===== config.mk =====
export PLATFORM = sky130hd
export DESIGN_NAME = sp_ram_req_ctrl_flat
export DESIGN_NICKNAME = d
export VERILOG_FILES = /design/src/rtl/sp_ram_req_ctrl_pkg.sv /design/src/rtl/sp_ram_req_ctrl_if.sv /design/src/rtl/sp_ram_req_ctrl_rsp_fifo.sv /design/src/rtl/sp_ram_req_ctrl.sv /design/src/flat_wrapper.sv
export SDC_FILE = /design/constraint.sdc
export NUM_CORES = 1
export LEC_CHECK = 0
export CORE_MARGIN = 3
export CORE_UTILIZATION = 25
export CTS_CLUSTER_SIZE = 20
export DETAILED_ROUTE_END_ITERATION = 7
export GPL_ROUTABILITY_DRIVEN = 0
export PLACE_DENSITY_LB_ADDON = 0.05
export SLEW_MARGIN = 20
export SYNTH_ARGS = -nofsm -noshare
export SYNTH_HDL_FRONTEND = slang
export SYNTH_SLANG_ARGS = --single-unit

===== constraint.sdc =====
create_clock -name clk -period 2.3 [get_ports clk]
set_clock_uncertainty 0.2 [all_clocks]
set_input_delay 0.46 -clock clk [delete_from_list [all_inputs] [get_ports clk]]
set_output_delay 0.46 -clock clk [all_outputs]
set_load 0.05 [all_outputs]

===== src/rtl/sp_ram_req_ctrl_pkg.sv =====
// Shared types and constants for the single-port RAM request controller.
package sp_ram_ctrl_pkg;

  // Controller phases: one idle cycle after reset, optional zero-fill, then service.
  typedef enum logic [1:0] {
    ST_START = 2'd0,
    ST_INIT  = 2'd1,
    ST_RUN   = 2'd2
  } state_e;

  // Response buffer depth and the number of reads that may be outstanding
  // (in the RAM pipeline plus already buffered) at any time.
  localparam int RSP_DEPTH    = 2;
  localparam int CREDIT_LIMIT = RSP_DEPTH;

  // Width of the buffer occupancy count (must hold 0..RSP_DEPTH).
  localparam int CNT_W = $clog2(RSP_DEPTH + 1);
  localparam int PTR_W = $clog2(RSP_DEPTH);

endpackage


===== src/rtl/sp_ram_req_ctrl_if.sv =====
// Request/response stream bundle between a requester and the RAM controller.
interface sp_ram_req_ctrl_if #(
  parameter int ABITS = 4,
  parameter int WIDTH = 8
) ();

  logic             req_valid;
  logic             req_ready;
  logic             req_write;
  logic [ABITS-1:0] req_addr;
  logic [WIDTH-1:0] req_wdata;
  logic             rsp_valid;
  logic             rsp_ready;
  logic [WIDTH-1:0] rsp_rdata;

  // Requester side: issues requests, consumes responses.
  modport master (
    output req_valid, req_write, req_addr, req_wdata, rsp_ready,
    input  req_ready, rsp_valid, rsp_rdata
  );

  // Controller side: accepts requests, produces responses.
  modport slave (
    input  req_valid, req_write, req_addr, req_wdata, rsp_ready,
    output req_ready, rsp_valid, rsp_rdata
  );

endinterface


===== src/rtl/sp_ram_req_ctrl_rsp_fifo.sv =====
// Two-entry first-word-fall-through response buffer. The head entry is read
// straight out of the storage registers, so data is visible the cycle after push.
module sp_ram_rsp_fifo
  import sp_ram_ctrl_pkg::*;
#(
  parameter int WIDTH = 8
) (
  input  logic             clk,
  input  logic             rst_n,
  input  logic             i_push,
  input  logic             i_pop,
  input  logic [WIDTH-1:0] i_wdata,
  output logic [WIDTH-1:0] o_rdata,
  output logic             o_full,
  output logic             o_empty,
  output logic [CNT_W-1:0] o_count
);

  localparam logic [CNT_W-1:0] DEPTH_C = CNT_W'(RSP_DEPTH);

  logic [WIDTH-1:0] r_mem [RSP_DEPTH];
  logic [PTR_W-1:0] r_wr_ptr;
  logic [PTR_W-1:0] r_rd_ptr;
  logic [CNT_W-1:0] r_count;

  logic w_do_push;
  logic w_do_pop;

  assign o_empty   = (r_count == '0);
  assign o_full    = (r_count == DEPTH_C);
  assign o_count   = r_count;
  assign o_rdata   = r_mem[r_rd_ptr];
  assign w_do_pop  = i_pop & ~o_empty;
  // A push into a full buffer is only taken when the head leaves in the same cycle.
  assign w_do_push = i_push & (~o_full | w_do_pop);

  // Pointer and occupancy bookkeeping.
  always_ff @(posedge clk or negedge rst_n) begin
    // NOTE: clocked state uses non-blocking assignments so every register samples
    // pre-edge values regardless of evaluation order.
    if (!rst_n) begin
      r_wr_ptr <= '0;
      r_rd_ptr <= '0;
      r_count  <= '0;
    end else begin
      if (w_do_push) r_wr_ptr <= r_wr_ptr + PTR_W'(1);
      if (w_do_pop)  r_rd_ptr <= r_rd_ptr + PTR_W'(1);
      case ({w_do_push, w_do_pop})
        2'b10:   r_count <= r_count + CNT_W'(1);
        2'b01:   r_count <= r_count - CNT_W'(1);
        default: r_count <= r_count;
      endcase
    end
  end

  // Entry storage write.
  always_ff @(posedge clk) begin
    // NOTE: data storage is deliberately not reset; validity comes from r_count,
    // so clearing the entries would only add reset fan-out.
    if (w_do_push) r_mem[r_wr_ptr] <= i_wdata;
  end

endmodule


===== src/rtl/sp_ram_req_ctrl.sv =====
// Request-side controller for a single-port RAM with registered read data.
// Zero-fills the RAM after reset, turns a valid/ready request stream into RAM
// strobes and returns read data through a small credit-managed response buffer.
module sp_ram_req_ctrl
  import sp_ram_ctrl_pkg::*;
#(
  parameter int ABITS         = 4,
  parameter int WIDTH         = 8,
  parameter bit INIT_ON_RESET = 1'b1
) (
  input  logic             clk,
  input  logic             rst_n,
  sp_ram_req_ctrl_if.slave bus,
  output logic             o_init_busy,
  output logic             o_mem_wren,
  output logic             o_mem_rden,
  output logic [ABITS-1:0] o_mem_addr,
  output logic [WIDTH-1:0] o_mem_wdata,
  input  logic [WIDTH-1:0] i_mem_rdata
);

  localparam logic [ABITS-1:0] LAST_ADDR = '1;
  localparam logic [CNT_W-1:0] LIMIT_C   = CNT_W'(CREDIT_LIMIT);

  state_e           r_state;
  logic [ABITS-1:0] r_init_cnt;
  logic             r_init_busy;
  logic             r_inflight;

  logic [WIDTH-1:0] w_fifo_rdata;
  logic             w_fifo_full;
  logic             w_fifo_empty;
  logic [CNT_W-1:0] w_fifo_count;
  logic [CNT_W-1:0] w_used;
  logic             w_ready;
  logic             w_acc;
  logic             w_push;
  logic             w_pop;

  // Credits: a read in the RAM pipeline plus buffered responses never exceed
  // the buffer depth. Ready ignores req_write so it never depends on request
  // contents; writes therefore also wait while read credit is exhausted.
  assign w_used  = CNT_W'(r_inflight) + w_fifo_count;
  assign w_ready = (r_state == ST_RUN) && (w_used < LIMIT_C);
  assign w_acc   = bus.req_valid & w_ready;

  // RAM read data is only meaningful the cycle after a read strobe.
  assign w_pop  = ~w_fifo_empty & bus.rsp_ready;
  assign w_push = r_inflight & (~w_fifo_full | w_pop);

  assign bus.req_ready = w_ready;
  assign bus.rsp_valid = ~w_fifo_empty;
  assign bus.rsp_rdata = w_fifo_rdata;
  assign o_init_busy   = r_init_busy;

  // Phase sequencing, zero-fill address counter and read-in-flight flag.
  always_ff @(posedge clk or negedge rst_n) begin
    if (!rst_n) begin
      r_state     <= ST_START;
      r_init_cnt  <= '0;
      r_init_busy <= INIT_ON_RESET;
      r_inflight  <= 1'b0;
    end else begin
      r_inflight <= w_acc & ~bus.req_write;
      case (r_state)
        ST_START: begin
          r_state <= INIT_ON_RESET ? ST_INIT : ST_RUN;
        end
        ST_INIT: begin
          r_init_cnt <= r_init_cnt + ABITS'(1);
          if (r_init_cnt == LAST_ADDR) begin
            r_state     <= ST_RUN;
            r_init_busy <= 1'b0;
          end
        end
        ST_RUN: begin
          r_state <= ST_RUN;
        end
        default: begin
          r_state <= ST_START;
        end
      endcase
    end
  end

  // RAM strobe mux: fill writes during INIT, accepted requests during RUN.
  always_comb begin
    // NOTE: every output gets a default first so no path leaves one unassigned,
    // which would otherwise infer a latch.
    o_mem_wren  = 1'b0;
    o_mem_rden  = 1'b0;
    o_mem_addr  = '0;
    o_mem_wdata = '0;
    case (r_state)
      ST_INIT: begin
        o_mem_wren = 1'b1;
        o_mem_addr = r_init_cnt;
      end
      ST_RUN: begin
        if (w_acc) begin
          o_mem_wren  = bus.req_write;
          o_mem_rden  = ~bus.req_write;
          o_mem_addr  = bus.req_addr;
          o_mem_wdata = bus.req_wdata;
        end
      end
      default: ;
    endcase
  end

  sp_ram_rsp_fifo #(
    .WIDTH (WIDTH)
  ) u_fifo (
    .clk     (clk),
    .rst_n   (rst_n),
    .i_push  (w_push),
    .i_pop   (w_pop),
    .i_wdata (i_mem_rdata),
    .o_rdata (w_fifo_rdata),
    .o_full  (w_fifo_full),
    .o_empty (w_fifo_empty),
    .o_count (w_fifo_count)
  );

endmodule


===== src/flat_wrapper.sv =====
// flat-port wrapper written by rule: the top's interface ports become plain ports
module sp_ram_req_ctrl_flat import sp_ram_ctrl_pkg::*;
#(
  parameter int ABITS         = 4,
  parameter int WIDTH         = 8,
  parameter bit INIT_ON_RESET = 1'b1
)
  (clk, rst_n, o_init_busy, o_mem_wren, o_mem_rden, o_mem_addr, o_mem_wdata, i_mem_rdata, bus_req_valid, bus_req_write, bus_req_addr, bus_req_wdata, bus_rsp_ready, bus_req_ready, bus_rsp_valid, bus_rsp_rdata);
  sp_ram_req_ctrl_if #(.ABITS(ABITS), .WIDTH(WIDTH)) bus_i ();
  input  logic clk;
  input  logic rst_n;
  output logic o_init_busy;
  output logic o_mem_wren;
  output logic o_mem_rden;
  output logic [ABITS-1:0] o_mem_addr;
  output logic [WIDTH-1:0] o_mem_wdata;
  input  logic [WIDTH-1:0] i_mem_rdata;
  input wire logic [$bits(bus_i.req_valid)-1:0] bus_req_valid;
  input wire logic [$bits(bus_i.req_write)-1:0] bus_req_write;
  input wire logic [$bits(bus_i.req_addr)-1:0] bus_req_addr;
  input wire logic [$bits(bus_i.req_wdata)-1:0] bus_req_wdata;
  input wire logic [$bits(bus_i.rsp_ready)-1:0] bus_rsp_ready;
  output wire logic [$bits(bus_i.req_ready)-1:0] bus_req_ready;
  output wire logic [$bits(bus_i.rsp_valid)-1:0] bus_rsp_valid;
  output wire logic [$bits(bus_i.rsp_rdata)-1:0] bus_rsp_rdata;
  assign bus_i.req_valid = bus_req_valid;
  assign bus_i.req_write = bus_req_write;
  assign bus_i.req_addr = bus_req_addr;
  assign bus_i.req_wdata = bus_req_wdata;
  assign bus_i.rsp_ready = bus_rsp_ready;
  assign bus_req_ready = bus_i.req_ready;
  assign bus_rsp_valid = bus_i.rsp_valid;
  assign bus_rsp_rdata = bus_i.rsp_rdata;
  sp_ram_req_ctrl #(.ABITS(ABITS), .WIDTH(WIDTH), .INIT_ON_RESET(INIT_ON_RESET)) u_core (.clk(clk), .rst_n(rst_n), .bus(bus_i), .o_init_busy(o_init_busy), .o_mem_wren(o_mem_wren), .o_mem_rden(o_mem_rden), .o_mem_addr(o_mem_addr), .o_mem_wdata(o_mem_wdata), .i_mem_rdata(i_mem_rdata));
endmodule

-- Yosys cells after proc, flatten, opt, wreduce, memory -nomap -nowiden
Memory sizes are Yosys's and may differ from the RTL's.
Cells that the tools add are included.
- memory bits (writable): 16
- output and inout port bits: 25
- logic and storage cells: 51
- memories: 1
- input port bits: 25
- register bits: 12
- bitwise logic cells: 11
- muxes and demuxes: 13
- add/sub/neg operators: 6
- equal/unequal tests: 7
- $lt $le $gt $ge: 1
- reductions and logical operators: 5
- memories (memory ; words ; bits a word ; rd ports ; clocked after memory_dff ; write ports ; line ; text):
    u_core.u_fifo.r_mem ; 2 ; 8 ; 1 ; 0 ; 1 ; sp_ram_req_ctrl_rsp_fifo.sv:21 ; logic [WIDTH-1:0] r_mem [RSP_DEPTH];
- operator list (operator ; number):
    $mux 8 ; 2
    $pmux 4 s2 ; 1
    $and 1x1->1 ; 6
    $eq 2x2->1 const B ; 3
    $pmux 2 s3 ; 1
    $mux 1 ; 5
    $add 4x1->4 const B ; 1
    $eq 2x1->1 const B ; 2
    $eq 4x4->1 const B ; 1
    $logic_not 2->1 ; 2
    $mux 4 ; 1
    $pmux 2 s2 ; 1
    $not 1->1 ; 3
    $add 1x1->1 const B ; 2
    $add 1x2->2 ; 1
    $add 2x1->2 const B ; 1
    $lt 2x2->1 const B ; 1
    $mux 2 ; 1
    $ne 2x1->1 const B ; 1
    $or 1x1->1 ; 2
    $pmux 1 s2 ; 1
    $reduce_and 2->1 ; 1
    $reduce_bool 2->1 ; 1
    $sub 2x1->2 const B ; 1
    $logic_and 1x1->1 ; 1

-- Logic depth before layout (Yosys ltp)
- word-level depth: 8
- gate-level depth with buffers: 6
- depth with buffers taken out: 6

-- Cells and area by module
Synthesis repeated with hierarchy kept, for this count alone.
- cell total of the unflattened synthesis: 97
- area total of the unflattened synthesis: 1386.3 µm²
- modules (own cells, without submodules) (module ; sequential area each (µm²) ; cells an instance ; area each (µm²) ; times used):
    sp_ram_rsp_fifo ; 580.6 ; 44 ; 793.3 ; 1
    sp_ram_req_ctrl ; 201.4 ; 53 ; 593.1 ; 1

-- Least setup slack after synthesis
Ideal clock, no wire load.
- path kind: reg2out
- start: reg u_core.u_fifo.r_count[0], in the netlist u_core.u_fifo.o_count[0]
- end: out o_mem_addr[0]
- buffers on the path: 0
- required time: 1.640 ns
- setup slack: 0.045 ns
- stages on the path, launching flop included: 4
- data arrival time: 1.595 ns
- cells stage by stage: dfrtp_1 > and3_1 > o21a_1 > a32o_1
- cells in the longest elaborated chain, start to end: 6
- ends and longest elaborated chain (element ; line ; text):
    start: declaration ; sp_ram_req_ctrl_rsp_fifo.sv:24 ; logic [CNT_W-1:0] r_count;
    start signal: assignment ; sp_ram_req_ctrl_rsp_fifo.sv:49 ; 2'b10: r_count <= r_count + CNT_W'(1);
    start signal: assignment ; sp_ram_req_ctrl_rsp_fifo.sv:50 ; 2'b01: r_count <= r_count - CNT_W'(1);
    start signal: assignment ; sp_ram_req_ctrl_rsp_fifo.sv:51 ; default: r_count <= r_count;
    $add 1x2->2 ; sp_ram_req_ctrl.sv:43 ; assign w_used = CNT_W'(r_inflight) + w_fifo_count;
    $lt 2x2->1 ; sp_ram_req_ctrl.sv:44 ; assign w_ready = (r_state == ST_RUN) && (w_used < LIMIT_C);
    $logic_and 1x1->1 ; sp_ram_req_ctrl.sv:44 ;
    via bus_req_ready ; flat_wrapper.sv:23 ; output wire logic [$bits(bus_i.req_ready)-1:0] bus_req_ready;
    $and 1x1->1 ; sp_ram_req_ctrl.sv:45 ; assign w_acc = bus.req_valid & w_ready;
    $mux 4 ; sp_ram_req_ctrl.sv:100 ; if (w_acc) begin
    $pmux 4 s2 ; sp_ram_req_ctrl.sv:94 ; case (r_state)
    end: declaration ; flat_wrapper.sv:15 ; output logic [ABITS-1:0] o_mem_addr;
The timed path passes the listed nets, and every way through them passes these cells.

-- Final worst setup path
- start: in bus_req_valid
- end: out o_mem_wdata[2]
- cells in the longest elaborated chain, start to end: 3
- ends and longest elaborated chain (element ; line ; text):
    start: declaration ; flat_wrapper.sv:18 ; input wire logic [$bits(bus_i.req_valid)-1:0] bus_req_valid;
    $and 1x1->1 ; sp_ram_req_ctrl.sv:45 ;
    $mux 8 ; sp_ram_req_ctrl.sv:100 ;
    $mux 8 ; sp_ram_req_ctrl.sv:94 ;
    end: declaration ; flat_wrapper.sv:16 ; output logic [WIDTH-1:0] o_mem_wdata;
No other way between the ends.

==> reports/summary.txt <==
Vias per inst = 4.26
Nets@finish = 180
DRC errors left = 0
Root buffer cell = clkbuf_8
FF-to-FF path depth = 6
Global-route wire length before repair = 4870 um
DP HPWL = 2300 um
Sequential power share = 0.318
Power Dens Cells = 990 nW/um^2
Met3 Usage GRT = 0.0510
Worst Hold Depth = 2
Hold Slack = 0.252 ns
Num rows = 25
I/O Pins = 50
Total track usage = 0.0994
CTS tree = built
Tcrit/Tclk final = 0.980
Worst-margin pin slew = 0.722 ns
Post-Route WL = 3010 um
Die X = 79.0 um
Area of the mapped netlist = 1330 um^2
Setup-failing EPs final = 0
CTS Buffer Depth = 2
Initial Util = 0.270
Post-CTS Hold Buffers = 0
Combinational power share = 0.556
Ys async rst share = 0.429
Yosys cell types = 28
CTS sink cnt = 28
Run status = complete, no violations
Average size of a mapped cell = 14.5 um^2
Largest net degree at the start of global routing = 16
Clk pin slew, worst setup/hold paths = 0.10 ns
VDD IR max = 388 uV
Global Route met1 Usage = 0.113
Required time worst endpoint = 1.64 ns
Vias = 920
H-tree depth = 1
Number of synthesized register bits = 28
Top_reg_cell synth = edfxtp_1
Core Footprint = 4940 um^2
CP Max Fanout = 8
EDFF count, synth = 16
Nature of the critical path endpoint = output pin
Placed Cells = 207
Tmin final = 2.25 ns
Max-slew headroom = 0.517
Static leakage = 0.870 nW
Fin. max-slew vios = 0
Clock Power Share = 0.126
NetSw = 849 uW
Post-Synthesis Cells = 92
Port bufs = 49
WS Path Type = in2out
Cell Count, Final, Fillers Out = 216
Syn. warnings = 0
Post-synthesis sequential area ratio = 0.587
Area share of the largest cell type after synthesis = 0.361
GRT overflow = 0
Detailed Route Iter0 Violations = 31
Vias in the first global route = 977
Post-synth top cells = edfxtp_1 (16), dfrtp_1 (11), mux2_2 (11), and2_4 (8), xnor2_1 (6)
Max Cap Viol = 0
Skew-Pair Late Insertion Delay = 0.27 ns
Grt peak-use layer = met2
Biggest area consumer among synthesized cells = edfxtp_1
Post-synth net total = 122
Met2 usage = 0.162
Final Power = 2.13 mW
Hold WC Path Type = reg2reg
Routed Antenna Nets = 0
Area Overhead vs Synth = 61.1%
Ant. Diodes = 0
Sw Ratio = 0.399
P_int = 1.28 mW
Initial antenna violation count = 0
Final Hold Viols = 0
Count leader, synth = edfxtp_1
Drt pass-1 iters = 3
Die Y = 79.0 um
Worst Path Arrival = 1.59 ns
Ranking of synthesized cells by area = edfxtp_1 (36%), dfrtp_1 (21%), mux2_2 (9.3%), and2_4 (5.3%), ha_1 (4.7%)
Wirelength per Cell = 13.9 um
Upper clock frequency limit = 443 MHz
Die area = 6240 um^2
RSZ-0062 raised after global routing = yes
CP startpoint kind = input pin
Layout cells sized above 1 = 0.477
CTS buffer count = 3
critical path: stages:
cell	delay, ns
clkdlybuf4s50_1	0.51
o211a_4	0.23
buf_12	0.12
and2_4	0.15
buf_12	0.13
power by group through the flow:
stage | clock network, mW | logic [mW] | registers, mW
final | 0.268 | 1.18 | 0.675
after global placement | 0 | 1.12 | 0.696
after floorplan | 0 | 0.742 | 0.652
after global routing | 0.295 | 1.25 | 0.687
after detailed placement | 0 | 1.12 | 0.696
after CTS | 0.281 | 1.18 | 0.677
worst paths after layout:
check                                            to  slack [ns]                      from
min                              u_core.o_init_busy        0.25        u_core.o_init_busy
max in group asynchronous  u_core.u_fifo.o_count[0]        1.14                     rst_n
min reg2reg                      u_core.o_init_busy        0.25        u_core.o_init_busy
max reg2reg                u_core.u_fifo.o_count[1]        0.32  u_core.u_fifo.o_count[0]
min in group asynchronous      u_core.r_init_cnt[0]        0.35                     rst_n
max                                  o_mem_wdata[2]        0.05             bus_req_valid
layout by cell type, fill, tap and decap left out, types with 2 or more instances in the layout:
| cell type | n |
|---|---|
| inv_1 | 3 |
| buf_12 | 16 |
| nand2_1 | 2 |
| edfxtp_1 | 16 |
| xnor2_1 | 6 |
| ha_1 | 2 |
| clkdlybuf4s50_1 | 24 |
| inv_2 | 2 |
| a32o_2 | 3 |
| clkbuf_8 | 3 |
| and2_4 | 9 |
| dfrtp_1 | 10 |
| mux2_2 | 11 |
| nor2_1 | 3 |
| xor2_1 | 2 |
| ha_2 | 2 |
| and2b_1 | 2 |
| buf_4 | 16 |
routing by layer:
metal / wire [um] / vias to the layer above
met4: 28 / 0
met2: 1410 / 42
met5: 0 / -
met3: 335 / 4
met1: 1240 / 431
li1: - / 443
kinds of logic (layout without fill, tap and decap cells):
kind of cell,count (synthesis),after routing,share of synthesized area
AO/OA/AOI/OAI,10,10,0.0789
adder cells (fa/ha/maj),5,5,0.0469
flip-flops,28,28,0.587
multiplexers,11,11,0.0930
buffers and inverters,8,65,0.0319
AND/OR/NAND/NOR,22,22,0.110
XOR/XNOR,8,8,0.0526
sequential cells by signal, indices dropped and copies added (netlist names):
name and cells:
u_core.u_fifo.r_rd_ptr 1, u_core.u_fifo.o_count 2, u_core.u_fifo.r_wr_ptr 1, u_core.u_fifo.r_mem 16, u_core.r_state 2, u_core.r_init_cnt 4, u_core.r_inflight 1, u_core.o_init_busy 1
cell type report:
class / count / area [um^2]
timing repair buffer: 56 / 681
fill: 482 / 2800
sequential: 28 / 783
clock inverter: 1 / 3.75
tap: 67 / 83.8
multi-input combinational: 56 / 536
clock buffer: 3 / 41.3
inverter: 5 / 18.8
per-stage QoR:
step / TNS (ns) / worst slack (ns) / area, um^2 / utilization
3_3_place_gp: 0 / 0.0540 / 2020 / 0.409
5_1_grt: -0.156 / -0.0198 / 2150 / 0.434
2_1_floorplan: 0 / 0.0445 / 1330 / -
4_1_cts: -0.0000572 / -0.0000572 / 2140 / 0.432
3_5_place_dp: 0 / 0.0269 / 2020 / 0.409
6_report: 0 / 0.0451 / 2150 / 0.434
what timing repair did:
action	in CTS	in global routing
endpoints found under the setup margin	5	12
pin swaps	1	2
setup buffers	4	1
gates resized for setup	9	2
Power figures use the tool's default switching activity.
